[config.mk]
export PLATFORM = sky130hd
export DESIGN_NAME = arb_mux_n
export DESIGN_NICKNAME = d
export VERILOG_FILES = /design/src/rtl/arb_mux_n.sv
export SDC_FILE = /design/constraint.sdc
export NUM_CORES = 1
export LEC_CHECK = 0
export BUFFER_PORTS_ARGS = -buffer_cell sky130_fd_sc_hd__buf_2
export CORE_MARGIN = 2
export CORE_UTILIZATION = 45
export CTS_CLUSTER_DIAMETER = 150
export DETAILED_ROUTE_END_ITERATION = 7
export GPL_TIMING_DRIVEN = 0
export PLACE_DENSITY = 0.78
export SYNTH_ARGS = -nofsm -noshare
export SYNTH_HDL_FRONTEND = slang
export SYNTH_SLANG_ARGS = --single-unit
export TNS_END_PERCENT = 30
[constraint.sdc]
create_clock -name clk -period 4 [get_ports clk]
set_input_delay 0.4 -clock clk [delete_from_list [all_inputs] [get_ports clk]]
set_output_delay 0.4 -clock clk [all_outputs]
set_load 0.01 [all_outputs]
[src/rtl/arb_mux_n.sv]
// arb_mux_n
//   N-input to one-output multiplexer with a registered output stage.
//   The channel to forward is chosen either by a fixed select (mode = 0)
//   or by round-robin arbitration (mode = 1). Both modes share one
//   "last granted" pointer, so round-robin fairness carries across mode
//   switches. The output register accepts a new word whenever it is
//   empty or is being drained in the same cycle. This gives one word
//   per cycle at full throughput.
//
// Ports
//   clk        rising-edge clock
//   rst_n      asynchronous active-low reset
//   mode       0 = fixed select by sel, 1 = round-robin
//   sel        channel select, used when mode = 0
//   in_valid   per-channel valid, bit i = channel i
//   in_data    channel i data at [i*W +: W]
//   in_ready   per-channel ready, at most one bit set
//   out_valid  output register holds a word
//   out_ready  downstream accepts the word
//   out_data   registered data word
//   out_ch     channel that supplied out_data
module arb_mux_n #(
    parameter int N  = 8,
    parameter int W  = 8,
    parameter int SW = $clog2(N)
) (
    input  logic            clk,
    input  logic            rst_n,
    input  logic            mode,
    input  logic [SW-1:0]   sel,
    input  logic [N-1:0]    in_valid,
    input  logic [N*W-1:0]  in_data,
    output logic [N-1:0]    in_ready,
    output logic            out_valid,
    input  logic            out_ready,
    output logic [W-1:0]    out_data,
    output logic [SW-1:0]   out_ch
);

    // Fixed select. The result is {found, index}. A select that points
    // past the last channel never grants. The shift already yields 0 in
    // that case, but the range test makes the intent explicit.
    function automatic logic [SW:0] pick_fixed(input logic [N-1:0]  valid,
                                               input logic [SW-1:0] s);
        logic [N-1:0] shifted;
        logic         found;
        shifted = valid >> s;
        found   = (int'(s) < N) && shifted[0];
        return {found, s};
    endfunction

    // Round-robin pick. The result is {found, index}. The search starts
    // one past the last granted channel and wraps modulo N. The channel
    // that was granted last is therefore examined last.
    function automatic logic [SW:0] pick_rr(input logic [N-1:0]  valid,
                                            input logic [SW-1:0] last);
        logic          found;
        logic [SW-1:0] idx;
        int            c;
        found = 1'b0;
        idx   = '0;
        for (int k = 1; k <= N; k++) begin
            c = (int'(last) + k) % N;
            if (!found && valid[c[SW-1:0]]) begin
                found = 1'b1;
                idx   = c[SW-1:0];
            end
        end
        return {found, idx};
    endfunction

    // Stage p0: combinational grant decision from current inputs and ptr
    logic [SW-1:0] ptr;
    logic          vld_p1;
    logic [W-1:0]  data_p1;
    logic [SW-1:0] ch_p1;

    logic [SW:0]   pick_p0;
    logic          has_grant_p0;
    logic [SW-1:0] grant_p0;
    logic          load_p0;
    logic          xfer_p0;
    logic [W-1:0]  grant_data_p0;

    always_comb begin
        if (mode) begin
            pick_p0 = pick_rr(in_valid, ptr);
        end else begin
            pick_p0 = pick_fixed(in_valid, sel);
        end
    end

    assign has_grant_p0 = pick_p0[SW];
    assign grant_p0     = pick_p0[SW-1:0];

    // The output register can take a word when it is empty or draining.
    assign load_p0 = !vld_p1 || out_ready;

    // The granted channel is valid by construction, so a channel
    // transfer happens exactly when a grant exists and load is high.
    assign xfer_p0 = has_grant_p0 && load_p0;

    // rst_n gates ready so that no handshake is offered while reset is
    // held. Without this gate, an empty output register would otherwise
    // raise ready.
    assign in_ready = (rst_n && xfer_p0) ? (N'(1) << grant_p0) : '0;

    always_comb begin
        grant_data_p0 = '0;
        for (int i = 0; i < N; i++) begin
            if (grant_p0 == SW'(i)) begin
                grant_data_p0 = in_data[i*W +: W];
            end
        end
    end

    // Stage p1: output register and last-grant pointer
    // ptr resets to N-1, so the first round-robin search starts at channel 0.
    always_ff @(posedge clk or negedge rst_n) begin
        if (!rst_n) begin
            vld_p1  <= 1'b0;
            data_p1 <= '0;
            ch_p1   <= '0;
            ptr     <= SW'(N - 1);
        end else begin
            if (xfer_p0) begin
                vld_p1  <= 1'b1;
                data_p1 <= grant_data_p0;
                ch_p1   <= grant_p0;
                ptr     <= grant_p0;
            end else if (out_ready) begin
                vld_p1  <= 1'b0;
            end
        end
    end

    assign out_valid = vld_p1;
    assign out_data  = data_p1;
    assign out_ch    = ch_p1;

endmodule

* Word level (Yosys, flattened, before mapping) *
Cells that the tools add are included.

word-level totals
  word-level logic and storage cells = 100
  output and inout bits = 20
  register bits = 15
  bits of input ports = 79

operators by class
  reduce and logical (&&, ||, !) cells = 20
  multiplexer cells = 51
  shift-type cells = 2
  equality and inequality tests = 7
  $add $sub $neg = 8
  $lt $le $gt $ge = 8

operator list
  cell                   number
  $mux W8                9
  $lt A3 B4 Y1 const B   8
  $mux W1                25
  $bmux W1 S3            8
  $mux W3                8
  $add A3 B3 Y3 const B  4
  $eq A3 B3 Y1 const B   4
  $logic_and A1 B1 Y1    9
  $logic_not A1 Y1       8
  $shl A1 B3 Y8 const A  1
  $shr A8 B3 Y1          1
  $add A3 B1 Y3 const B  2
  $add A3 B2 Y3 const B  2
  $eq A3 B2 Y1 const B   2
  $mux W4                1
  $eq A3 B1 Y1 const B   1
  $logic_not A3 Y1       1
  $reduce_bool A2 Y1     1
  $logic_or A1 B1 Y1     1

* Longest topological paths before layout *
  depth in word-level cells = 42
  mapped depth = 18
  gate-level depth less buffers = 11

* Worst setup path after synthesis *
Ideal clock, no wire load.

  kind = flip-flop to output port
  start = register ptr[1]
  end = output port in_ready[4]
  slack = -373 ps
  cell stages (with the launch flop) = 18
  required time = 3600 ps
  path buffers = 6
  arrival time = 3973 ps
  cell sequence = dfstp_2 buf_2 buf_2 buf_2 inv_1 ha_1 clkbuf_1 buf_1 mux4_1 a21oi_1 o21ai_0 a22o_1 o32ai_1 a22o_1 nor2b_1 clkbuf_1 inv_1 nor2_1

between the ends
  longest elaborated chain between the ends = 36
  elaborated cells on any way between the ends = 66
  classes of those cells = add/sub (8); shift (1); mux (41); reduce/logical (16)

ends and longest elaborated chain
  item                           RTL line  RTL
  start, declared                73        logic [SW-1:0] ptr;
  start signal, assigned         124       ptr <= SW'(N - 1);
  start signal, assigned         130       ptr <= grant_p0;
  $add A3 B1 Y3                  63        c = (int'(last) + k) % N;
  $bmux W1 S3                    64        if (!found && valid[c[SW-1:0]]) begin
  $mux W1 (not written as such)  64
  $mux W1                        64
  $mux W1                        86        if (mode) begin
  $logic_not A1 Y1               64
  $logic_and A1 B1 Y1            64
  $mux W1                        64
  [20 not listed]                n/a
  $mux W1                        86
  $logic_not A1 Y1               64
  $logic_and A1 B1 Y1            64
  $mux W1                        64
  $mux W4 (*)                    86
  $logic_and A1 B1 Y1            101       assign xfer_p0 = has_grant_p0 && load_p0;
  $logic_and A1 B1 Y1            106       assign in_ready = (rst_n && xfer_p0) ? (N'(1) << grant_p0) : '0;
  $mux W8 (*)                    106
  end, declared                  33        output logic [N-1:0] in_ready,

Every way passes the cells marked *; elsewhere a longest branch is shown, timed or not. The select of a mux whose other input is x is not followed.

* Worst setup path in the final report *
  start = register ptr[0]
  end = output port in_ready[1]

The elaborated chain is that of the path after synthesis.

==> run summary <==
Status: complete, but fails checks
Failing checks: setup timing
Crit path cell chain: buf_8 > buf_6 > mux4_2 > or3_4 > a2111oi_4 > buf_4 > nand2_4 > o31a_1 > a22o_1 > buf_6 > nand3b_1 > nor2_1 > buf_2
Util after Layout: 0.678
CP max-delay cell: dfstp_2
Initial Utilization: 0.473
Pre-antenna DRT Iters: 5
Initial antenna violation count: 0
Post-synth top cells: mux2i_1 (40), mux4_2 (18), nor2_1 (18), clkbuf_1 (13), nand2_1 (13)
Area occupied by multi-input gates: 2050 um^2
All-Layer GR Usage: 0.265
Required @ worst endpoint: 3.60 ns
Pleak: 1.65 nW
Final ANT Viol Nets: 0
# DRC: 0
IO Count: 99
Largest net degree at the start of global routing: 20
Hold Slack: 0.0667 ns
Overall die width: 78.0 um
Worst setup path category: flip-flop to output pin
CTS buffer count: 3
Worst setup EP type: output pin
Global route total overflow: 0
R2R cell count: 14
Distinct cells, synth: 55
Max_slew headroom: 0.620
RSZ-0062 raised after global routing: true
# diodes: 0
Cell Area, Placed: 3060 um^2
Fin crit period: 4.19 ns
Worst Path Buf+Inv: 5
Cell mode on critical path: buf_6
Vias in the first global route: 2612
Register area share after synthesis: 0.154
Design area: 3530 um^2
Layout cells sized above 1: 0.527
Clk slew on worst S/H paths: 0.07 ns
CP arrival: 3.79 ns
Overall power: 3.44 mW
Hold_buf cts: 0
Post-DP HPWL: 6050 um
Clock latency at the later pin of the worst-skew pair: 0.26 ns
Area leader, netlist: mux4_2
Peak supply drop: 0.594 mV
Root Buffer: clkbuf_8
Row count: 26
Synth top area cells: mux4_2 (16%), mux2i_1 (16%), dfrtp_1 (12%), mux2_2 (5.0%), dfstp_2 (3.2%)
Buffers on Ports: 98
Ys flop type: dfrtp_1
Detail-routed via count per cell: 6.31
Die height: 78.0 um
P&R area growth vs syn: 43.3%
Worst setup slack after layout: -0.186 ns
Top-area cell type share of the netlist area: 0.165
CTS tree: built
Maximum root-to-sink buffer count: 2
Post-Syn Area: 2460 um^2
Max Clock Freq: 239 MHz
Drt wl/cell: 19.2 um
Pre-CTS setup slack: -0.701 ns
GP Congestion: 0.942
Synthesized flop and latch total: 15
Core region area: 5200 um^2
Period utilization: 1.05
Number of flops mapped to enable cells by yosys: 0
H-tree levels: 1
Iteration-0 DRC Markers: 183
Setup Skew: 0.00749 ns
Syn Area/Cell: 9.54 um^2
Die ar.: 6080 um^2
Mapped Cells: 258
Clock Sinks: 15
Syn_nets: 339
Total vias in the final route: 2871
Final max-slew violation count: 0
Max FO, Critical Path: 5
Max incr delay on CP: 0.59 ns
Most frequent cell after synthesis: mux2i_1
Hold Fails Final Rpt: 0
Startpoint types: flip-flop
Least-Margin Pin Slew: 0.569 ns
PwrDens: 975 nW/um^2
First-pass GRT wire length: 13200 um
Max Cap Viol: 0
Synthesis Warnings: 0
Instance count on the critical path: 13
Delay-heaviest family, CP: compound AO/OA/AOI/OAI gates
Final net count: 467
Fillers: 407
Drt total wl: 8720 um
Final setup fails: 12
Type of the worst min-delay path: primary input to asynchronous set/reset pin
Sequential standard cell area: 379 um^2
Asr flop ratio synth: 1.00
state kept, by name, indices dropped and copies added, names as in the netlist:
register / count
out_data: 8
out_ch: 3
ptr: 3
out_valid: 1
cell families (layout without fill, tap and decap cells):
logic type | Yosys count | in the layout | share of synthesized area
compound gates | 61 | 61 | 0.193
xor+xnor | 4 | 4 | 0.0173
fa+ha+maj | 2 | 2 | 0.0102
buf+inv | 35 | 162 | 0.0701
flops | 15 | 15 | 0.154
mux | 72 | 72 | 0.410
simple gates | 69 | 69 | 0.146
per-stage QoR:
stage	instances	TNS [ns]
2_1_floorplan	258	-0.0413
3_3_place_gp	426	-9.65
3_5_place_dp	426	-11.40
4_1_cts	447	-0.496
5_1_grt	455	-2.83
6_report	455	-0.924
worst paths after layout:
path / to / from / slack, ns
max: in_ready[1] / ptr[0]$_DFFE_PN1P_ / -0.19
min: out_data[6]$_DFFE_PN0P_ / rst_n / 0.07
max reg2reg: out_data[5]$_DFFE_PN0P_ / ptr[0]$_DFFE_PN1P_ / -0.07
min reg2reg: out_ch[0]$_DFFE_PN0P_ / out_ch[0]$_DFFE_PN0P_ / 0.48
max in group asynchronous: ptr[0]$_DFFE_PN1P_ / rst_n / 3.60
min in group clk: out_valid$_DFFE_PN0P_ / out_ready / 0.45
repair_timing:
action | in CTS | in global routing
hold endpoints to repair | 0 | 0
pin swaps | 9 | 5
gates resized for setup | 35 | 22
setup buffers | 21 | 8
endpoints found under the setup margin | 22 | 16
final cells by class:
cell class / instances / area share
multi-input cells: 208 / 0.580
repair buffers: 127 / 0.207
flip-flops and latches: 15 / 0.107
plain buffers: 22 / 0.0560
well taps: 70 / 0.0248
clock buffers: 4 / 0.0128
inverters: 9 / 0.0110
report_power, final:
group          switching (mW)  internal (mW)
combinational            1.48           1.52
clock                  0.0582         0.0707
sequential             0.0793          0.239
cells in the final DEF, fill, tap and decap left out, types with 2 or more instances in the layout:
master,n
buf_2,98
nor2_1,18
o21ai_0,6
nand3_1,3
or3_4,2
a21oi_1,7
mux4_2,20
a221oi_1,6
inv_4,2
nand2_1,13
a211oi_1,2
mux2_2,10
a221oi_2,2
o31ai_2,2
buf_8,4
o211ai_1,2
dfstp_2,3
clkbuf_8,4
nor3_1,6
buf_4,27
nor2b_1,4
and3_1,2
dfrtp_1,12
mux2i_1,39
a2111oi_2,2
nand3b_1,4
nand2b_1,3
a22o_1,9
and2_1,3
clkbuf_1,10
a22oi_1,8
buf_6,7
inv_1,6
metal layers:
metal	vias up	part of all wire	global-route usage	wire length, um
met5	-	0	0	0
met4	0	0.029	0.0842	255
met3	29	0.11	0.0547	929
met2	212	0.49	0.437	4280
met1	1357	0.37	0.348	3250
li1	1273	-	-	-
Power figures use the tool's default switching activity.
